**src/rtl/cpu_int_ctrl.sv**
```systemverilog
// ============================================================================
// Module   : cpu_int_ctrl
// Brief    : NMI/IRQ request generation and $4200/$4207-$420A/$4210/$4211 regs
// Revision : 1.0 - initial release
// ============================================================================
`default_nettype none

module cpu_int_ctrl #(
  parameter logic [3:0] CPU_VERSION = 4'h2,
  parameter logic [8:0] H_LAST      = 9'd339
) (
  input  logic       clk,
  input  logic       reset,
  input  logic       dot_en,
  input  logic [8:0] hcount,
  input  logic [8:0] vcount,
  input  logic       vblank_start,
  input  logic       vblank_end,
  input  logic       reg_cs,
  input  logic [4:0] reg_addr,
  input  logic [7:0] reg_wdata,
  input  logic       reg_write,
  input  logic       reg_read,
  output logic [7:0] reg_rdata,
  output logic       nmi,
  output logic       irq,
  output logic       auto_joy_en
);

  localparam logic [4:0] c_NMITIMEN = 5'h00;
  localparam logic [4:0] c_HTIMEL   = 5'h07;
  localparam logic [4:0] c_HTIMEH   = 5'h08;
  localparam logic [4:0] c_VTIMEL   = 5'h09;
  localparam logic [4:0] c_VTIMEH   = 5'h0A;
  localparam logic [4:0] c_RDNMI    = 5'h10;
  localparam logic [4:0] c_TIMEUP   = 5'h11;

  logic       r_nmi_en;
  logic [1:0] r_irq_mode;
  logic       r_auto_joy;
  logic [8:0] r_htime;
  logic [8:0] r_vtime;
  logic       r_nmi_flag;
  logic       r_timeup;

  logic w_wr;
  logic w_rd;
  logic w_h_hit;
  logic w_v_hit;
  logic w_match;
  logic w_nmi_clr;
  logic w_timeup_clr;

  assign w_wr = reg_cs & reg_write;
  assign w_rd = reg_cs & reg_read;

  // An HTIME past the last dot must never match, even if hcount ever got there.
  assign w_h_hit = (hcount == r_htime) && (r_htime <= H_LAST);
  assign w_v_hit = (vcount == r_vtime);

  always_comb begin
    w_match = 1'b0;
    if (dot_en) begin
      case (r_irq_mode)
        2'b01:   w_match = w_h_hit;
        2'b10:   w_match = w_v_hit && (hcount == 9'd0);
        2'b11:   w_match = w_v_hit && w_h_hit;
        default: w_match = 1'b0;
      endcase
    end
  end

  assign w_nmi_clr    = vblank_end || (w_rd && (reg_addr == c_RDNMI));
  assign w_timeup_clr = (w_rd && (reg_addr == c_TIMEUP)) ||
                        (w_wr && (reg_addr == c_NMITIMEN) && (reg_wdata[5:4] == 2'b00));

  always_ff @(posedge clk or posedge reset) begin
    if (reset) begin
      r_nmi_en   <= 1'b0;
      r_irq_mode <= 2'b00;
      r_auto_joy <= 1'b0;
      r_htime    <= 9'd0;
      r_vtime    <= 9'd0;
      r_nmi_flag <= 1'b0;
      r_timeup   <= 1'b0;
    end else begin
      if (w_wr) begin
        case (reg_addr)
          c_NMITIMEN: begin
            r_nmi_en   <= reg_wdata[7];
            r_irq_mode <= reg_wdata[5:4];
            r_auto_joy <= reg_wdata[0];
          end
          c_HTIMEL: r_htime[7:0] <= reg_wdata;
          c_HTIMEH: r_htime[8]   <= reg_wdata[0];
          c_VTIMEL: r_vtime[7:0] <= reg_wdata;
          c_VTIMEH: r_vtime[8]   <= reg_wdata[0];
          default:  ;
        endcase
      end

      // Set events take priority over clears arriving in the same cycle.
      if (vblank_start)   r_nmi_flag <= 1'b1;
      else if (w_nmi_clr) r_nmi_flag <= 1'b0;

      if (w_match)           r_timeup <= 1'b1;
      else if (w_timeup_clr) r_timeup <= 1'b0;
    end
  end

  always_comb begin
    reg_rdata = 8'h00;
    if (reg_cs && !reset) begin
      case (reg_addr)
        c_RDNMI:  reg_rdata = {r_nmi_flag, 3'b000, CPU_VERSION};
        c_TIMEUP: reg_rdata = {r_timeup, 7'b0};
        default:  reg_rdata = 8'h00;
      endcase
    end
  end

  assign nmi         = r_nmi_flag & r_nmi_en;
  assign irq         = r_timeup;
  assign auto_joy_en = r_auto_joy;

endmodule

`default_nettype wire

```
**config.mk**
```make
export PLATFORM = sky130hd
export DESIGN_NAME = cpu_int_ctrl
export DESIGN_NICKNAME = d
export VERILOG_FILES = /design/src/rtl/cpu_int_ctrl.sv
export SDC_FILE = /design/constraint.sdc
export NUM_CORES = 1
export LEC_CHECK = 0
export ABC_CLOCK_PERIOD_IN_PS = 3700
export BUFFER_PORTS_ARGS = -buffer_cell sky130_fd_sc_hd__buf_2
export CORE_MARGIN = 8
export CORE_UTILIZATION = 25
export DETAILED_ROUTE_END_ITERATION = 8
export GPL_ROUTABILITY_DRIVEN = 0
export PLACE_DENSITY_LB_ADDON = 0.05
export SETUP_SLACK_MARGIN = 0.15
export SYNTH_ARGS = -nofsm -noshare
export SYNTH_HDL_FRONTEND = slang
export SYNTH_SLANG_ARGS = --single-unit
```
**constraint.sdc**
```tcl
create_clock -name clk -period 3.7 [get_ports clk]
set_input_delay 0.555 -clock clk [delete_from_list [all_inputs] [get_ports clk]]
set_output_delay 0.555 -clock clk [all_outputs]
set_load 0.005 [all_outputs]
```
==> summary.txt, run 1 <==
Setup path
  – Worst EP required: 3140 ps
  – Crit path cell chain: buf_2 > nor3_2 > nand3_1 > nor3_1 > buf_2
  – Arrival time worst endpoint: 1420 ps
  – CP Capture Type: primary output
  – CP Launch Type: input pin
  – CP max-delay cell: nor3_2
  – Worst stage delay on the critical path: 260 ps
  – Setup CP Type: in -> out
  – Most frequent CP cell: buf_2
  – CP Max Fanout: 5

Global routing
  – Initial antenna violation count: 0
  – First-pass GRT wire length: 5730 um
  – GRT Residual Overflow: 0
  – Vias in the first global route: 1091
  – Total track usage: 9.57%
  – Largest net degree at the start of global routing: 25

Placement
  – Post-DP HPWL: 2950 um
  – Number of instances in the placed design: 222
  – Cell Area, Placed: 1620 um2
  – Setup slack after placement: 1690 ps
  – Port buffer count: 43

Synthesis
  – Yosys Warn Count: 0
  – Post-synth EDFFs: 0
  – Asr flop ratio synth: 100%
  – Synth cell count leaders: dfrtp_1 (24), mux2_2 (22), xnor2_1 (16), buf_4 (6)
  – Top cells by area, synth: dfrtp_1 (44%), mux2_2 (18%), xnor2_1 (10%)
  – Flop and latch count out of synthesis: 24
  – Post-synth cell types: 29
  – Cell Area, Synth: 1350 um2
  – Post-synth top area share: 44.4%
  – Syn Area/Cell: 12.2 um2
  – Main flop type after synthesis: dfrtp_1
  – Count leader, synth: dfrtp_1
  – Post-synthesis sequential area ratio: 44.4%
  – Synth Instances: 111
  – Area leader, netlist: dfrtp_1

CTS
  – Post_cts resized: 0
  – CTS Buf Count: 3
  – Post CTS Setup Buffer Count: 0
  – Max H-tree Level: 1
  – Post-CTS Hold Buffers: 0
  – CTS Buffer Depth: 2
  – Clock sink count: 24
  – Worst-path clk slew: 90 ps
  – Root buf cell: clkbuf_8
  – Clk_lat worst skew: 260 ps
  – TritonCTS clock tree: built

STA
  – Hold Fails Final Rpt: 0
  – Worst Max-Slew Pin Slew: 957 ps
  – F_max: 507 MHz
  – Max-slew headroom: 36.1%
  – Final Max Tran Viols: 0
  – RSZ-0062 raised after global routing: no
  – Setup slack after layout: 1730 ps
  – Post-route setup TNS: 0 ps
  – Fin crit share: 53.3%
  – Final setup viols: 0
  – Final hold slack: 477 ps
  – Fin crit period: 1970 ps
  – Worst Skew: 0.645 ps

Routing
  – Drt wl/cell: 16.0 um
  – Drt via density: 4.37
  – Via count: 984
  – DR iter-0 viols: 12
  – DRC errors left: 0
  – Initial DRT Pass Iterations: 3
  – ANT nets after route: 0
  – DRT Wirelength: 3600 um

Run status
  – Status: finished clean

Final layout
  – N_diodes: 0
  – Final cell count without fillers: 225
  – FF/Latch Area: 601 um2
  – Area grow syn2layout: 22.7%
  – Fin util: 32.1%
  – NumNets Final: 196
  – Area of the multi-input gates: 707 um2
  – Design Area, Final: 1660 um2
  – Layout cells sized above 1: 47.1%
  – Filler cell count: 548

Flow run
  – Max-Cap Viols: 0

Floorplan
  – Ports: 50
  – Die Height: 89.6 um
  – Die Wd: 89.6 um
  – Core footprint: 5170 um2
  – Initial Utilization: 26.1%
  – # rows: 26
  – Die footprint: 8020 um2

Power
  – Leak Pwr: 0.776 nW
  – Pwr Density: 377 nW/um2
  – Power Total: 0.626 mW
  – Max IR drop VDD: 0.117 mV

Worst hold path
  – Hold Path Class: in -> reg
## power by group
group	switching (mW)	internal (mW)
clock network	0.0849	0.0729
registers	0.0291	0.299
logic	0.0595	0.0801
total	0.173	0.452
## per-layer routing
metal | GRT usage, % | vias to the layer above | wire length [um]
met2 | 14.6 | 30 | 1670
met4 | 3.17 | 0 | 25
met1 | 12.7 | 472 | 1630
met5 | 0 | - | 0
met3 | 2.48 | 2 | 270
li1 | - | 480 | -
## sequential cells by signal, summed over array words and instances, names as in the netlist
signal	cells
r_nmi_flag	1
r_vtime	9
r_htime	9
r_irq_mode	2
auto_joy_en	1
irq	1
r_nmi_en	1
## worst max-delay path: cells and delay by family
family	cells	cell delay (ps)
and+or+nand+nor	3	580
buffers and inverters	2	280
## worst paths after layout
path	cells past startpoint	from	endpoint	slack (ps)
setup / recovery	5	reg_addr[1]	reg_rdata[7]	1730
hold / removal	2	vblank_start	r_nmi_flag$_DFFE_PP0P_	480
setup reg to reg	4	r_vtime[8]$_DFFE_PP0P_	irq$_DFFE_PP0P_	2230
hold reg to reg	1	r_nmi_en$_DFFE_PP0P_	r_nmi_en$_DFFE_PP0P_	510
max in group asynchronous	2	reset	r_vtime[2]$_DFFE_PP0P_	2600
min in group asynchronous	2	reset	r_nmi_flag$_DFFE_PP0P_	510
## cell usage in the layout, fill, tap and decap left out, types with 3 or more instances in the layout
| master | count |
|---|---|
| buf_2 | 43 |
| clkbuf_8 | 3 |
| conb_1 | 6 |
| dfrtp_1 | 24 |
| mux2_2 | 22 |
| nand2_1 | 3 |
| nand3_1 | 4 |
| nand4_1 | 3 |
| nor2_1 | 4 |
| nor3_1 | 3 |
| o41ai_1 | 3 |
| xnor2_1 | 16 |
## layout make-up
type / instances / share of cell area [%]
Timing Repair Buffer: 43 / 13.0
Tap cell: 70 / 5.28
Clock buffer: 3 / 2.49
Inverter: 2 / 0.452
Multi-Input combinational cell: 83 / 42.6
Sequential cell: 24 / 36.2
## cell families after synthesis
logic type             synth area share [%]
other                                 0.277
multiplexers                           19.1
flip-flops                             44.4
AND/OR/NAND/NOR                        14.2
buffers and inverters                  4.72
AO/OA/AOI/OAI                          5.74
XOR/XNOR                               11.7
Note: power is estimated with default switching activity, not from simulation.
==> inputs of run 2 (changes only) <==
--- a/config.mk
+++ b/config.mk
@@ -5,7 +5,7 @@
 export SDC_FILE = /design/constraint.sdc
 export NUM_CORES = 1
 export LEC_CHECK = 0
-export ABC_CLOCK_PERIOD_IN_PS = 3700
+export ABC_CLOCK_PERIOD_IN_PS = 1900
 export BUFFER_PORTS_ARGS = -buffer_cell sky130_fd_sc_hd__buf_2
 export CORE_MARGIN = 8
 export CORE_UTILIZATION = 25
==> constraint.sdc (replaced) <==
create_clock -name clk -period 1.9 [get_ports clk]
set_input_delay 0.285 -clock clk [delete_from_list [all_inputs] [get_ports clk]]
set_output_delay 0.285 -clock clk [all_outputs]
set_load 0.005 [all_outputs]
==> run 2 against run 1 <==
Against the previous run:
- clock power is 130% higher
- via count is 4.4% higher
- combinational power grew 96%
- global-route usage is 0.35 points higher
- worst setup slack got worse by 1300 ps
- die area did not move
- flip-flop and latch count did not move
- sequential share of layout area is 0.62 points lower
- clock-buffer cell count is 1 higher
- clock skew is 5.0 ps higher
==> summary.txt, run 2 (synthesis results as in run 1) <==
Final layout
  – Area grow syn2layout: 24.8%
  – Fin util: 32.6%
  – Design Area, Final: 1690 um2
  – Most frequent cells in the layout: buf_2 (43), dfrtp_1 (24), mux2_2 (22)
  – N_diodes: 0
  – Filler cell count: 529
  – Largest regs: r_htime (9), r_vtime (9), r_irq_mode (2)
  – Final cell count without fillers: 228
  – Layout cells sized above 1: 48.1%
  – NumNets Final: 198
  – Commonest non-fill, non-tap cell in the layout: buf_2

Routing
  – Via count: 1027
  – DR iter-0 viols: 14
  – ANT nets after route: 0
  – Drt wl/cell: 16.2 um
  – DRT Wirelength: 3700 um
  – Drt via density: 4.50
  – DRC errors left: 0
  – Initial DRT Pass Iterations: 2

Placement
  – Cell Area, Placed: 1630 um2
  – Setup slack after placement: 264 ps
  – Post-DP HPWL: 3050 um
  – Port buffer count: 43
  – Number of instances in the placed design: 224

STA
  – Final setup viols: 0
  – F_max: 688 MHz
  – Post-route setup TNS: 0 ps
  – RSZ-0062 raised after global routing: no
  – Fin crit period: 1450 ps
  – Fin crit share: 76.5%
  – Hold Fails Final Rpt: 0
  – Final Max Tran Viols: 0
  – Worst Skew: 5.69 ps
  – Setup slack after layout: 446 ps

Worst hold path
  – Hold Path Class: in -> async

Setup path
  – CP Capture Type: flip-flop
  – Setup crit start: r_vtime[8]$_DFFE_PP0P_
  – CP Max Fanout: 2
  – R2R Path Start: r_vtime[8]$_DFFE_PP0P_
  – CP max-delay cell: o41ai_1
  – Worst reg2reg endpoint: irq$_DFFE_PP0P_
  – R2R setup slack: 450 ps
  – Arrival time worst endpoint: 1660 ps
  – Reg2Reg Depth: 4
  – Setup CP Type: reg -> reg
  – Crit path cell chain: xnor2_1 > nand4_1 > o41ai_1 > a41o_1
  – Worst stage delay on the critical path: 450 ps
  – Worst EP required: 2110 ps
  – CP Launch Type: flip-flop

CTS
  – Root buf cell: clkbuf_8
  – Max H-tree Level: 1
  – CTS Buffer Depth: 2
  – CTS Buf Count: 3
  – TritonCTS clock tree: built
  – Post_cts resized: 0
  – Clk_lat worst skew: 270 ps
  – Post CTS Setup Buffer Count: 0
  – Clock sink count: 24
  – Post-CTS Hold Buffers: 0
  – Worst-path clk slew: 90 ps

Floorplan
  – Die Wd: 89.6 um
  – Initial Utilization: 26.1%
  – Core footprint: 5170 um2
  – Die footprint: 8020 um2
  – # rows: 26
  – Ports: 50
  – Die Height: 89.6 um

Power
  – Max IR drop VDD: 0.305 mV
  – Leak Pwr: 0.793 nW
  – Pwr Density: 754 nW/um2

Global routing
  – First-pass GRT wire length: 6030 um
  – Total track usage: 9.92%
  – Initial antenna violation count: 0
  – Vias in the first global route: 1170
  – Largest net degree at the start of global routing: 25
  – GRT Residual Overflow: 0

Flow run
  – Max-Cap Viols: 0

Run status
  – Status: finished clean
[run 2: cell type report]
class | instances | area [um2] | area share, %
timing repair buffer | 45 | 230 | 13.6
multi-input combinational | 83 | 707 | 41.9
sequential | 24 | 601 | 35.6
inverter | 2 | 7.51 | 0.445
clock buffer | 4 | 55.1 | 3.26
tap | 70 | 87.6 | 5.19
[run 2: metrics by stage]
step	power (mW)	hold WS, ps
after detailed placement	0.933	385
after floorplan	0.818	300
final	1.27	78.0
after global placement	0.927	379
after global routing	1.36	92.9
after CTS	1.29	87.9
[run 2: layer usage]
layer	vias to the layer above	GRT usage [%]	wire length, um
met4	0	3.17	38
met2	33	16.2	1720
li1	488	-	-
met3	4	2.67	281
met1	502	12.3	1670
met5	-	0	0
[run 2: worst max-delay path by stage]
stage | slack [ps] | endpoint | depth (start not counted)
floorplan | 450 | r_vtime[0]$_DFFE_PP0P_ | 4
global placement | 290 | r_htime[7]$_DFFE_PP0P_ | 4
detailed placement | 260 | r_htime[5]$_DFFE_PP0P_ | 4
CTS | 400 | irq$_DFFE_PP0P_ | 4
global route | 290 | irq$_DFFE_PP0P_ | 4
finish | 450 | irq$_DFFE_PP0P_ | 4
[run 2: report_power, final]
part           internal, mW  leakage (nW)  total [mW]  switching [mW]
Combinational         0.158         0.451       0.274           0.117
Sequential            0.583         0.313       0.640          0.0569
Clock                 0.185        0.0288       0.358           0.173
[run 2: worst max-delay path, delay by kind of cell, from the launching register on]
| family | cells | cell delay [ps] |
|---|---|---|
| xor gates and xnor gates | 1 | 210 |
| and+or+nand+nor | 1 | 130 |
| AOI/OAI and AO/OA | 2 | 670 |
| DFF | 1 | 390 |
==> inputs of run 3 (changes only) <==
--- a/config.mk
+++ b/config.mk
@@ -5,7 +5,8 @@
 export SDC_FILE = /design/constraint.sdc
 export NUM_CORES = 1
 export LEC_CHECK = 0
-export ABC_CLOCK_PERIOD_IN_PS = 1900
+export ABC_AREA = 1
+export ABC_CLOCK_PERIOD_IN_PS = 1500
 export BUFFER_PORTS_ARGS = -buffer_cell sky130_fd_sc_hd__buf_2
 export CORE_MARGIN = 8
 export CORE_UTILIZATION = 25
==> constraint.sdc (replaced) <==
create_clock -name clk -period 1.5 [get_ports clk]
set_input_delay 0.225 -clock clk [delete_from_list [all_inputs] [get_ports clk]]
set_output_delay 0.225 -clock clk [all_outputs]
set_load 0.005 [all_outputs]
==> run 3 against run 2 <==
Against the previous run:
- combinational power rose by 43%
- worst hold slack got worse by 79 ps
- largest power group unchanged
- area after synthesis rose by 11%
- register-to-register slack got worse by 110 ps
- first-iteration DRC count rose by 100%
- clock power rose by 24%
- the flow now finishes with violations (hold timing)
- die area rose by 9.2%
- worst setup slack got worse by 210 ps
- largest cell class unchanged
- synthesized cell count rose by 68%
- sequential power rose by 28%
==> summary.txt, run 3 <==
CTS
  – CTS Buf Count: 3
  – TritonCTS clock tree: built
  – Post-CTS Hold Buffers: 0
  – Clk_lat worst skew: 270 ps
  – Root buf cell: clkbuf_8
  – CTS Buffer Depth: 2
  – Worst-path clk slew: 90 ps
  – Max H-tree Level: 1
  – Clock sink count: 24

Final layout
  – Commonest non-fill, non-tap cell in the layout: nand2_1
  – N_diodes: 0
  – Fin util: 32.1%
  – Filler cell count: 652
  – Design Area, Final: 1890 um2
  – Largest regs: r_htime (9), r_vtime (9), r_irq_mode (2)
  – Area of the multi-input gates: 771 um2
  – Area grow syn2layout: 25.4%
  – FF/Latch Area: 601 um2
  – Layout cells sized above 1: 37.3%
  – Final cell count without fillers: 311
  – NumNets Final: 276
  – Most frequent cells in the layout: nand2_1 (49), buf_2 (42), inv_1 (24), dfrtp_1 (24), o21ai_2 (16)

Synthesis
  – Yosys Warn Count: 0
  – Post-synth top area share: 39.9%
  – Syn Area/Cell: 8.09 um2
  – Asr flop ratio synth: 100%
  – Area leader, netlist: dfrtp_1
  – Flop and latch count out of synthesis: 24
  – Cell Area, Synth: 1510 um2
  – Synth Instances: 186
  – Top cells by area, synth: dfrtp_1 (40%), nand2_1 (12%), o21ai_2 (9.3%)
  – Post-synthesis sequential area ratio: 39.9%
  – Post-synth cell types: 23
  – Synth cell count leaders: nand2_1 (49), inv_1 (27), dfrtp_1 (24), o21ai_2 (16), nor2_1 (13)
  – Main flop type after synthesis: dfrtp_1
  – Count leader, synth: nand2_1
  – Post-synth EDFFs: 0

Global routing
  – Vias in the first global route: 1358
  – First-pass GRT wire length: 6360 um
  – Total track usage: 9.00%
  – GRT Residual Overflow: 0
  – Initial antenna violation count: 0
  – Largest net degree at the start of global routing: 25

Floorplan
  – Die Height: 93.6 um
  – Die footprint: 8760 um2
  – Core footprint: 5890 um2
  – Initial Utilization: 25.6%
  – # rows: 28
  – Die Wd: 93.6 um
  – Ports: 50

STA
  – Fin crit share: 84.1%
  – Fin crit period: 1260 ps
  – Hold Fails Final Rpt: 3
  – Final hold slack: -0.503 ps
  – Worst Skew: 9.96 ps
  – Setup slack after layout: 239 ps
  – RSZ-0062 raised after global routing: no
  – Final setup viols: 0
  – Post-route setup TNS: 0 ps
  – Final Max Tran Viols: 0
  – F_max: 793 MHz

Routing
  – DR iter-0 viols: 28
  – DRC errors left: 0
  – Drt wl/cell: 12.0 um
  – Via count: 1255
  – ANT nets after route: 0
  – Initial DRT Pass Iterations: 4
  – DRT Wirelength: 3730 um
  – Drt via density: 4.04

Setup path
  – CP Max Fanout: 3
  – Setup CP Type: reg -> out
  – Arrival time worst endpoint: 1040 ps
  – CP Launch Type: flip-flop
  – Worst EP required: 1270 ps
  – CP Capture Type: primary output

Worst hold path
  – Hold Path Class: in -> async

Power
  – Max IR drop VDD: 0.456 mV
  – Pwr Density: 876 nW/um2
  – Leak Pwr: 0.980 nW

Placement
  – Post-DP HPWL: 3080 um
  – Port buffer count: 43
  – Cell Area, Placed: 1780 um2
  – Number of instances in the placed design: 303
  – Setup slack after placement: 204 ps

Run status
  – Failing checks: hold timing
  – Status: finished, violations left

Flow run
  – Max-Cap Viols: 0
## run 3: routing by layer
layer | up-vias | GRT usage, % | wire (um)
li1 | 674 | - | -
met1 | 546 | 10.7 | 1710
met2 | 33 | 15.6 | 1760
met3 | 2 | 2.80 | 233
met4 | 0 | 1.59 | 23
met5 | - | 0 | 0
## run 3: worst paths after layout
kind / startpoint / to / slack (ps) / depth (start not counted)
setup / recovery: irq$_DFFE_PP0P_ / reg_rdata[7] / 240 / 2
hold / removal: reset / r_nmi_en$_DFFE_PP0P_ / -0.5 / 3
setup reg to reg: r_vtime[0]$_DFFE_PP0P_ / irq$_DFFE_PP0P_ / 340 / 7
hold reg to reg: auto_joy_en$_DFFE_PP0P_ / auto_joy_en$_DFFE_PP0P_ / 500 / 2
max in group asynchronous: reset / r_vtime[6]$_DFFE_PP0P_ / 1250 / 3
min in group clk: vblank_start / r_nmi_flag$_DFFE_PP0P_ / 150 / 2
## run 3: area by class of cell
cell class                      count  area share [%]
Clock buffer                        4            2.92
Inverter                           27            5.50
Multi-Input combinational cell    132            40.8
Sequential cell                    24            31.8
Tap cell                           75            4.97
Timing Repair Buffer               49            13.9
## run 3: kinds of logic after synthesis
kind of cell / count (synthesis) / synth area share (%)
buf+inv: 35 / 11.2
compound gates: 27 / 13.5
simple gates: 86 / 27.5
other cells: 1 / 0.249
xor+xnor: 13 / 7.56
flops: 24 / 39.9
## run 3: what timing repair did
item	4_1_cts	5_1_grt
buffers inserted	0	4
gates resized for setup	0	10
setup endpoints to repair	0	2
## run 3: where the power goes
group / switching (mW) / total (mW) / internal (mW)
logic: 0.200 / 0.393 / 0.193
registers: 0.0796 / 0.817 / 0.737
clock network: 0.209 / 0.443 / 0.234
## run 3: stage by stage
step	hold slack [ps]	total power [mW]
after floorplan	240	1.07
after global placement	310	1.20
after detailed placement	309	1.21
after CTS	16.8	1.66
after global routing	30.8	1.78
final	-0.503	1.65
## run 3: worst max-delay path: stages, from the launching register on
cell and delay [ps]:
dfrtp_1 410, a32o_1 250, buf_2 120
